$ cat src/rtl/caravel_adder_pkg.sv
// caravel_adder_pkg
//   Shared definitions for the flash-driven adder self-test: FSM state
//   encoding, SPI read opcode, operand record geometry and the status
//   codes presented on mprj_io[31:16].
package caravel_adder_pkg;

    typedef enum logic [2:0] {
        IDLE,
        CMD,
        DATA,
        CHECK,
        PASS,
        FAIL
    } state_e;

    localparam logic [7:0]  READ_OPCODE  = 8'h03;
    localparam int unsigned RECORD_BYTES = 12;
    localparam int unsigned CMD_BITS     = 32;
    localparam int unsigned TOTAL_PULSES = CMD_BITS + 8 * RECORD_BYTES;

    localparam logic [15:0] STATUS_IDLE = 16'h0000;
    localparam logic [15:0] STATUS_BUSY = 16'hAB60;
    localparam logic [15:0] STATUS_PASS = 16'hAB61;
    localparam logic [15:0] STATUS_FAIL = 16'hAB6F;

    // 32-bit sum with the carry dropped, compared against the expected word.
    function automatic logic sum_matches(input logic [31:0] a,
                                         input logic [31:0] b,
                                         input logic [31:0] expected);
        logic [31:0] sum;
        sum = a + b;
        return sum == expected;
    endfunction

endpackage

$ cat src/rtl/caravel_adder_spi_flash_reader.sv
// spi_flash_reader
//   Issues a single SPI READ (opcode + 24-bit address) and then clocks in
//   RECORD_BYTES bytes, presenting each with a one-cycle byte_valid strobe.
//   Ports:
//     clk_i, rst_ni      system clock, async active-low reset
//     start_i            begin a read (ignored while busy)
//     csb_o/sck_o/mosi_o SPI chip select, clock (idle low), MOSI
//     miso_i             SPI MISO, sampled on rising sck
//     cmd_done_o         strobe: command/address phase finished
//     byte_valid_o       strobe: byte_o holds a received byte
//     byte_o             received byte, MSB first on the wire
//     done_o             strobe: last byte received, csb released
module spi_flash_reader
    import caravel_adder_pkg::*;
#(
    parameter logic [23:0] FLASH_BASE = 24'h000000,
    parameter int unsigned SCK_DIV    = 2
) (
    input  logic       clk_i,
    input  logic       rst_ni,
    input  logic       start_i,
    output logic       csb_o,
    output logic       sck_o,
    output logic       mosi_o,
    input  logic       miso_i,
    output logic       cmd_done_o,
    output logic       byte_valid_o,
    output logic [7:0] byte_o,
    output logic       done_o
);

    localparam int unsigned HALF    = SCK_DIV / 2;
    localparam int unsigned DIV_W   = (HALF > 1) ? $clog2(HALF) : 1;
    localparam int unsigned PULSE_W = $clog2(TOTAL_PULSES);

    localparam logic [DIV_W-1:0]   DIV_LAST       = DIV_W'(HALF - 1);
    localparam logic [PULSE_W-1:0] LAST_PULSE     = PULSE_W'(TOTAL_PULSES - 1);
    localparam logic [PULSE_W-1:0] LAST_CMD_PULSE = PULSE_W'(CMD_BITS - 1);
    localparam logic [PULSE_W-1:0] FIRST_DATA     = PULSE_W'(CMD_BITS);

    logic               busy_q;
    logic [DIV_W-1:0]   div_q;
    logic [PULSE_W-1:0] pulse_q;
    logic [31:0]        tx_q;
    logic [7:0]         rx_q;
    logic               csb_q;
    logic               sck_q;
    logic               mosi_q;
    logic               cmd_done_q;
    logic               byte_valid_q;
    logic [7:0]         byte_q;
    logic               done_q;

    logic tick;
    logic in_data;

    assign tick    = busy_q && (div_q == DIV_LAST);
    assign in_data = (pulse_q >= FIRST_DATA);

    always_ff @(posedge clk_i or negedge rst_ni) begin
        if (!rst_ni) begin
            busy_q       <= 1'b0;
            div_q        <= '0;
            pulse_q      <= '0;
            tx_q         <= '0;
            rx_q         <= '0;
            csb_q        <= 1'b1;
            sck_q        <= 1'b0;
            mosi_q       <= 1'b0;
            cmd_done_q   <= 1'b0;
            byte_valid_q <= 1'b0;
            byte_q       <= '0;
            done_q       <= 1'b0;
        end else begin
            cmd_done_q   <= 1'b0;
            byte_valid_q <= 1'b0;
            done_q       <= 1'b0;
            if (start_i && !busy_q) begin
                // First command bit is set up before the first rising sck;
                // the remaining 31 bits wait in tx_q for falling edges.
                busy_q  <= 1'b1;
                csb_q   <= 1'b0;
                sck_q   <= 1'b0;
                div_q   <= '0;
                pulse_q <= '0;
                mosi_q  <= READ_OPCODE[7];
                tx_q    <= {READ_OPCODE[6:0], FLASH_BASE, 1'b0};
            end else if (busy_q) begin
                div_q <= tick ? '0 : div_q + 1'b1;
                if (tick) begin
                    sck_q <= ~sck_q;
                    if (!sck_q) begin
                        // Rising sck: flash data is stable, capture it.
                        if (in_data) begin
                            rx_q <= {rx_q[6:0], miso_i};
                        end
                    end else begin
                        // Falling sck: one pulse complete, advance MOSI.
                        pulse_q <= pulse_q + 1'b1;
                        mosi_q  <= tx_q[31];
                        tx_q    <= {tx_q[30:0], 1'b0};
                        if (pulse_q == LAST_CMD_PULSE) begin
                            cmd_done_q <= 1'b1;
                        end
                        if (in_data && (pulse_q[2:0] == 3'b111)) begin
                            byte_valid_q <= 1'b1;
                            byte_q       <= rx_q;
                        end
                        if (pulse_q == LAST_PULSE) begin
                            busy_q <= 1'b0;
                            csb_q  <= 1'b1;
                            mosi_q <= 1'b0;
                            done_q <= 1'b1;
                        end
                    end
                end
            end
        end
    end

    assign csb_o        = csb_q;
    assign sck_o        = sck_q;
    assign mosi_o       = mosi_q;
    assign cmd_done_o   = cmd_done_q;
    assign byte_valid_o = byte_valid_q;
    assign byte_o       = byte_q;
    assign done_o       = done_q;

endmodule

$ cat src/rtl/caravel_adder.sv
// caravel_adder
//   Self-test user project: reads an operand record (A, B, EXP, each 32-bit
//   little-endian) from SPI flash, checks (A + B) mod 2^32 == EXP and
//   reports the verdict.
//   Ports:
//     clock, resetb           system clock, async active-low reset
//     mprj_io[31:16]          status word (AB60 busy, AB61 pass, AB6F fail)
//     mprj_io[3]              sampled input, no function; others high-Z
//     gpio                    1 when the check passed, else 0
//     flash_csb/clk/io0/io1   SPI flash interface
//     vddio ... vssd2         power pins, no logic function
module caravel_adder
    import caravel_adder_pkg::*;
#(
    parameter logic [23:0] FLASH_BASE = 24'h000000,
    parameter int unsigned SCK_DIV    = 2
) (
    input  logic        vddio,
    input  logic        vddio_2,
    input  logic        vssio,
    input  logic        vssio_2,
    input  logic        vdda,
    input  logic        vssa,
    input  logic        vccd,
    input  logic        vssd,
    input  logic        vdda1,
    input  logic        vdda1_2,
    input  logic        vdda2,
    input  logic        vssa1,
    input  logic        vssa1_2,
    input  logic        vssa2,
    input  logic        vccd1,
    input  logic        vccd2,
    input  logic        vssd1,
    input  logic        vssd2,
    input  logic        clock,
    input  logic        resetb,
    inout  wire  [37:0] mprj_io,
    inout  wire         gpio,
    output logic        flash_csb,
    output logic        flash_clk,
    output logic        flash_io0,
    input  logic        flash_io1
);

    state_e      state_q;
    logic [3:0]  byte_cnt_q;
    logic [31:0] a_q;
    logic [31:0] b_q;
    logic [31:0] exp_q;
    logic [15:0] status_q;
    logic        gpio_q;
    logic        unused_io3_q;

    logic       rd_start;
    logic       rd_cmd_done;
    logic       rd_byte_valid;
    logic [7:0] rd_byte;
    logic       rd_done;

    assign rd_start = (state_q == IDLE);

    spi_flash_reader #(
        .FLASH_BASE(FLASH_BASE),
        .SCK_DIV   (SCK_DIV)
    ) u_reader (
        .clk_i       (clock),
        .rst_ni      (resetb),
        .start_i     (rd_start),
        .csb_o       (flash_csb),
        .sck_o       (flash_clk),
        .mosi_o      (flash_io0),
        .miso_i      (flash_io1),
        .cmd_done_o  (rd_cmd_done),
        .byte_valid_o(rd_byte_valid),
        .byte_o      (rd_byte),
        .done_o      (rd_done)
    );

    always_ff @(posedge clock or negedge resetb) begin
        if (!resetb) begin
            state_q      <= IDLE;
            byte_cnt_q   <= '0;
            a_q          <= '0;
            b_q          <= '0;
            exp_q        <= '0;
            status_q     <= STATUS_IDLE;
            gpio_q       <= 1'b0;
            unused_io3_q <= 1'b0;
        end else begin
            unused_io3_q <= mprj_io[3];

            // Byte n lands in word n/4 at lane n%4 (little-endian record).
            if (rd_byte_valid) begin
                byte_cnt_q <= byte_cnt_q + 1'b1;
                case (byte_cnt_q[3:2])
                    2'd0:    a_q[{byte_cnt_q[1:0], 3'b000} +: 8]   <= rd_byte;
                    2'd1:    b_q[{byte_cnt_q[1:0], 3'b000} +: 8]   <= rd_byte;
                    default: exp_q[{byte_cnt_q[1:0], 3'b000} +: 8] <= rd_byte;
                endcase
            end

            case (state_q)
                IDLE: begin
                    state_q  <= CMD;
                    status_q <= STATUS_BUSY;
                end
                CMD: begin
                    if (rd_cmd_done) begin
                        state_q <= DATA;
                    end
                end
                DATA: begin
                    if (rd_done) begin
                        state_q <= CHECK;
                    end
                end
                CHECK: begin
                    if (sum_matches(a_q, b_q, exp_q)) begin
                        state_q  <= PASS;
                        status_q <= STATUS_PASS;
                        gpio_q   <= 1'b1;
                    end else begin
                        state_q  <= FAIL;
                        status_q <= STATUS_FAIL;
                        gpio_q   <= 1'b0;
                    end
                end
                PASS:    state_q <= PASS;
                FAIL:    state_q <= FAIL;
                default: state_q <= IDLE;
            endcase
        end
    end

    assign mprj_io = {6'bz, status_q, 16'bz};
    assign gpio    = gpio_q;

    logic unused_ok;
    assign unused_ok = &{1'b0, vddio, vddio_2, vssio, vssio_2, vdda, vssa,
                         vccd, vssd, vdda1, vdda1_2, vdda2, vssa1, vssa1_2,
                         vssa2, vccd1, vccd2, vssd1, vssd2, unused_io3_q,
                         mprj_io, gpio};

endmodule

$ cat config.mk
export PLATFORM = sky130hd
export DESIGN_NAME = caravel_adder
export DESIGN_NICKNAME = d
export VERILOG_FILES = /design/src/rtl/caravel_adder_pkg.sv /design/src/rtl/caravel_adder_spi_flash_reader.sv /design/src/rtl/caravel_adder.sv
export SDC_FILE = /design/constraint.sdc
export NUM_CORES = 1
export LEC_CHECK = 0
export CORE_MARGIN = 5
export CORE_UTILIZATION = 50
export CTS_CLUSTER_SIZE = 40
export DETAILED_ROUTE_END_ITERATION = 10
export PLACE_DENSITY = 0.77
export SLEW_MARGIN = 10
export SYNTH_ARGS = -nofsm -noshare
export SYNTH_HDL_FRONTEND = slang
export SYNTH_SLANG_ARGS = --single-unit
$ cat constraint.sdc
create_clock -name clock -period 5.4 [get_ports clock]
set_input_delay 1.35 -clock clock [delete_from_list [all_inputs] [get_ports clock]]
set_output_delay 1.35 -clock clock [all_outputs]
set_load 0.005 [all_outputs]
==> results_dict.tcl <==
set metrics [dict create \
    status "finished clean" \
    postSynthAreaPerCell_um2 9.46 \
    max_stage_delay_ns 0.48 \
    met1_usage 0.299 \
    dr.pass1.iters 5 \
    grt.busiest_layer "met2" \
    tightest_slew_ns 1.20 \
    fill_cells 1497 \
    start_util 0.504 \
    ctsHtreeMaxLevel 4 \
    grt_usage 0.218 \
    fin_skew_ns 0.00939 \
    endpoint_kind "flip-flop" \
    critPathTopFamily "compound AO/OA/AOI/OAI gates" \
    setup_viol 0 \
    fin_ws_ns 1.83 \
    powerDensity_nw_per_um2 255 \
    crit_cells 11 \
    die_h_um 138 \
    maxSlewViolCount 0 \
    cts_resized 0 \
    min_path_type "flip-flop to flip-flop" \
    drive_gt1_frac 0.0859 \
    tns_ns 0 \
    cts-root-buf "clkbuf_16" \
    syn_area_um2 8240 \
    yosysTopAreaCell "dfrtp_1" \
    yosys_register_bits 145 \
    rsz0062_at_grt "no" \
    cp_max_fo 8 \
    met2_usage 0.341 \
    grt_pass1_wl_um 33500 \
    synth-async-reset-ratio 1.00 \
    grt_max_degree 111 \
    diodes 0 \
    synth_edf_count 0 \
    cp_num_buf_inv 0 \
    yosysUniqueCellTypes 78 \
    hold_viol 0 \
    ctsLongestPathBuffers 2 \
    period_minus_slack_ns 3.57 \
    crit_required_ns 5.78 \
    area_delta_synth_final_pct 7.75 \
    clock-sinks 145 \
    num_vias 6403 \
    dp_hpwl_um 14800 \
    start_kind "flip-flop" \
    wl_um 20400 \
    cts_tree "done" \
    route.detailed.drc 0 \
    coreArea_um2 16300 \
    grt_pass1_vias 6237 \
    worst_hold_slack_ns 0.483 \
    viasPerCell 5.86 \
    crit_top_cell "a21oi_1" \
    detail_route.wl_per_cell_um 18.7 \
    die_area_um2 19100 \
    seqCellArea_um2 3630 \
    path_class "flip-flop to flip-flop" \
    final_net_count 919 \
    min_period_over_period 0.661 \
    die_w_um 138 \
    ant_nets 0 \
    drt_iter0_markers 535 \
    power.leakage_nw 3.93 \
    path_clk_slew_ns 0.07 \
    ys_warn_count 0 \
    dp_slack_ns 1.90 \
    slew_headroom 0.198 \
    hold_buffers 0 \
    whs_path_depth 1 \
    synth_top_area_frac 0.437 \
    io_pins 63 \
    post_cts_buffers 0 \
    finish.utilization 0.543 \
    yosysSeqAreaShare 0.441 \
    io_buffer_count 5 \
    cp.arrival_ns 3.95 \
    multi_input_area_um2 4280 \
    cp_slowest_cell "o21ai_0" \
    overflow 0 \
    synth_flop_cell "dfrtp_1" \
    grt_antenna_before_repair 0 \
    crit_chain "ha_1 > a21oi_1 > o21ai_0 > a21oi_1 > a21boi_1 > o41ai_1 > mux2i_1 > nand4_1 > nor4_1 > and3_1 > mux2_2" \
    drv_cap 0 \
    fmax_mhz 280 \
    irDropWorstVdd_v 0.000208 \
    clk-insertion-delay-late_ns 0.43 \
    yosys-top-cells-area "dfrtp_1, nand2_1, o21ai_0, ha_1, xnor2_1" \
    row_count 47 \
    reg2reg_depth 11 \
    cts_made_buffers 17 \
    gp_routability_congestion 0.963 \
    use_met3 0.0466 \
    syn_inst 871 \
]
==> per-layer routing <==
metal	up-vias	wire length, um
met1	3134	9090
li1	3055	-
met4	0	558
met2	177	9600
met5	-	0
met3	37	1190
==> path summary, 6_finish.rpt <==
check	startpoint	to	slack (ns)
setup / recovery	a_q[11]	gpio	1.83
hold / removal	u_reader.tx_q[25]	u_reader.tx_q[25]	0.48
setup reg to reg	a_q[11]	gpio	1.83
hold reg to reg	u_reader.tx_q[25]	u_reader.tx_q[25]	0.48
max in group asynchronous	resetb	exp_q[17]	3.27
min in group asynchronous	resetb	a_q[3]	1.05
==> flip-flops by register name, summed over array words and instances, names as in the netlist, 4 cells and up <==
| register | cells |
|---|---|
| u_reader.tx_q | 7 |
| u_reader.pulse_q | 7 |
| a_q | 32 |
| u_reader.rx_q | 8 |
| exp_q | 32 |
| byte_cnt_q | 4 |
| u_reader.byte_o | 8 |
| b_q | 32 |
==> Yosys cell counts, types with 3 or more instances <==
cell	count
a221oi_1	4
o21a_1	7
a21o_1	8
a31oi_1	3
nor3b_1	5
a32o_1	26
o211ai_1	4
nand2_1	165
and2_1	4
nand2b_1	4
nor2_1	35
o21ai_1	3
xnor2_1	35
o31ai_1	4
mux2_2	17
nor3_1	15
buf_4	37
o2111ai_1	3
and3_1	3
mux2i_1	4
o21ai_0	105
nand4_1	17
a22oi_1	3
nand3_1	6
a211oi_1	6
o21bai_1	4
xor2_1	19
a32oi_1	3
nand3b_1	3
ha_1	37
clkbuf_1	23
nor4_1	5
dfrtp_1	144
inv_1	11
nor2b_1	3
a21oi_1	47
==> layout make-up <==
type	instances	area share
clock buffers	18	0.0484
clock inverters	14	0.0158
inverters	11	0.00465
multi-input cells	676	0.482
flip-flops and latches	145	0.409
well taps	220	0.0310
repair buffers	9	0.00916
==> worst reg2reg max path, stage by stage, from the launching register on <==
cell      delay (ns)
dfrtp_1         0.39
ha_1            0.45
a21oi_1         0.16
o21ai_0         0.48
a21oi_1         0.18
a21boi_1        0.19
o41ai_1         0.49
mux2i_1         0.31
nand4_1         0.11
nor4_1          0.27
and3_1          0.31
mux2_2          0.19
==> cell usage in the layout, fill, tap and decap left out, types with 7 or more instances in the layout <==
master / synthesis / final
clkbuf_16: 0 / 17
a21oi_1: 47 / 47
dfrtp_1: 144 / 144
xor2_1: 19 / 19
mux2_2: 17 / 17
a21o_1: 8 / 8
o21a_1: 7 / 7
o21ai_0: 105 / 105
xnor2_1: 35 / 35
inv_1: 11 / 11
nor3_1: 15 / 15
nand4_1: 17 / 17
nor2_1: 35 / 35
a32o_1: 26 / 26
nand2_1: 165 / 165
ha_1: 37 / 37
conb_1: 1 / 27
==> kinds of logic (layout without fill, tap and decap cells) <==
logic type,after synthesis,after routing,share of synthesized area
AO/OA/AOI/OAI,256,256,0.206
XOR/XNOR,54,54,0.0574
adder cells (fa/ha/maj),38,38,0.0586
buffers and inverters,76,52,0.0544
flip-flops,145,145,0.441
multiplexers,21,21,0.0281
other,1,27,0.000455
AND/OR/NAND/NOR,280,280,0.155
==> where the power goes <==
group	total (W)	internal (W)	switching, W	leakage [nW]
clock	0.00115	0.000614	0.000534	0.275
sequential	0.00109	0.00109	0.00000205	2.00
combinational	0.0000276	0.00000229	0.0000253	1.65
==> through the flow <==
step / instance area [um2] / power (W) / cells
finish: 8870 / 0.00227 / 1093
global route: 8870 / 0.00234 / 1093
CTS: 8870 / 0.00228 / 1093
detailed placement: 8300 / 0.00114 / 1061
global placement: 8300 / 0.00114 / 1061
floorplan: 8330 / 0.00113 / 897
Power figures use the tool's default switching activity.
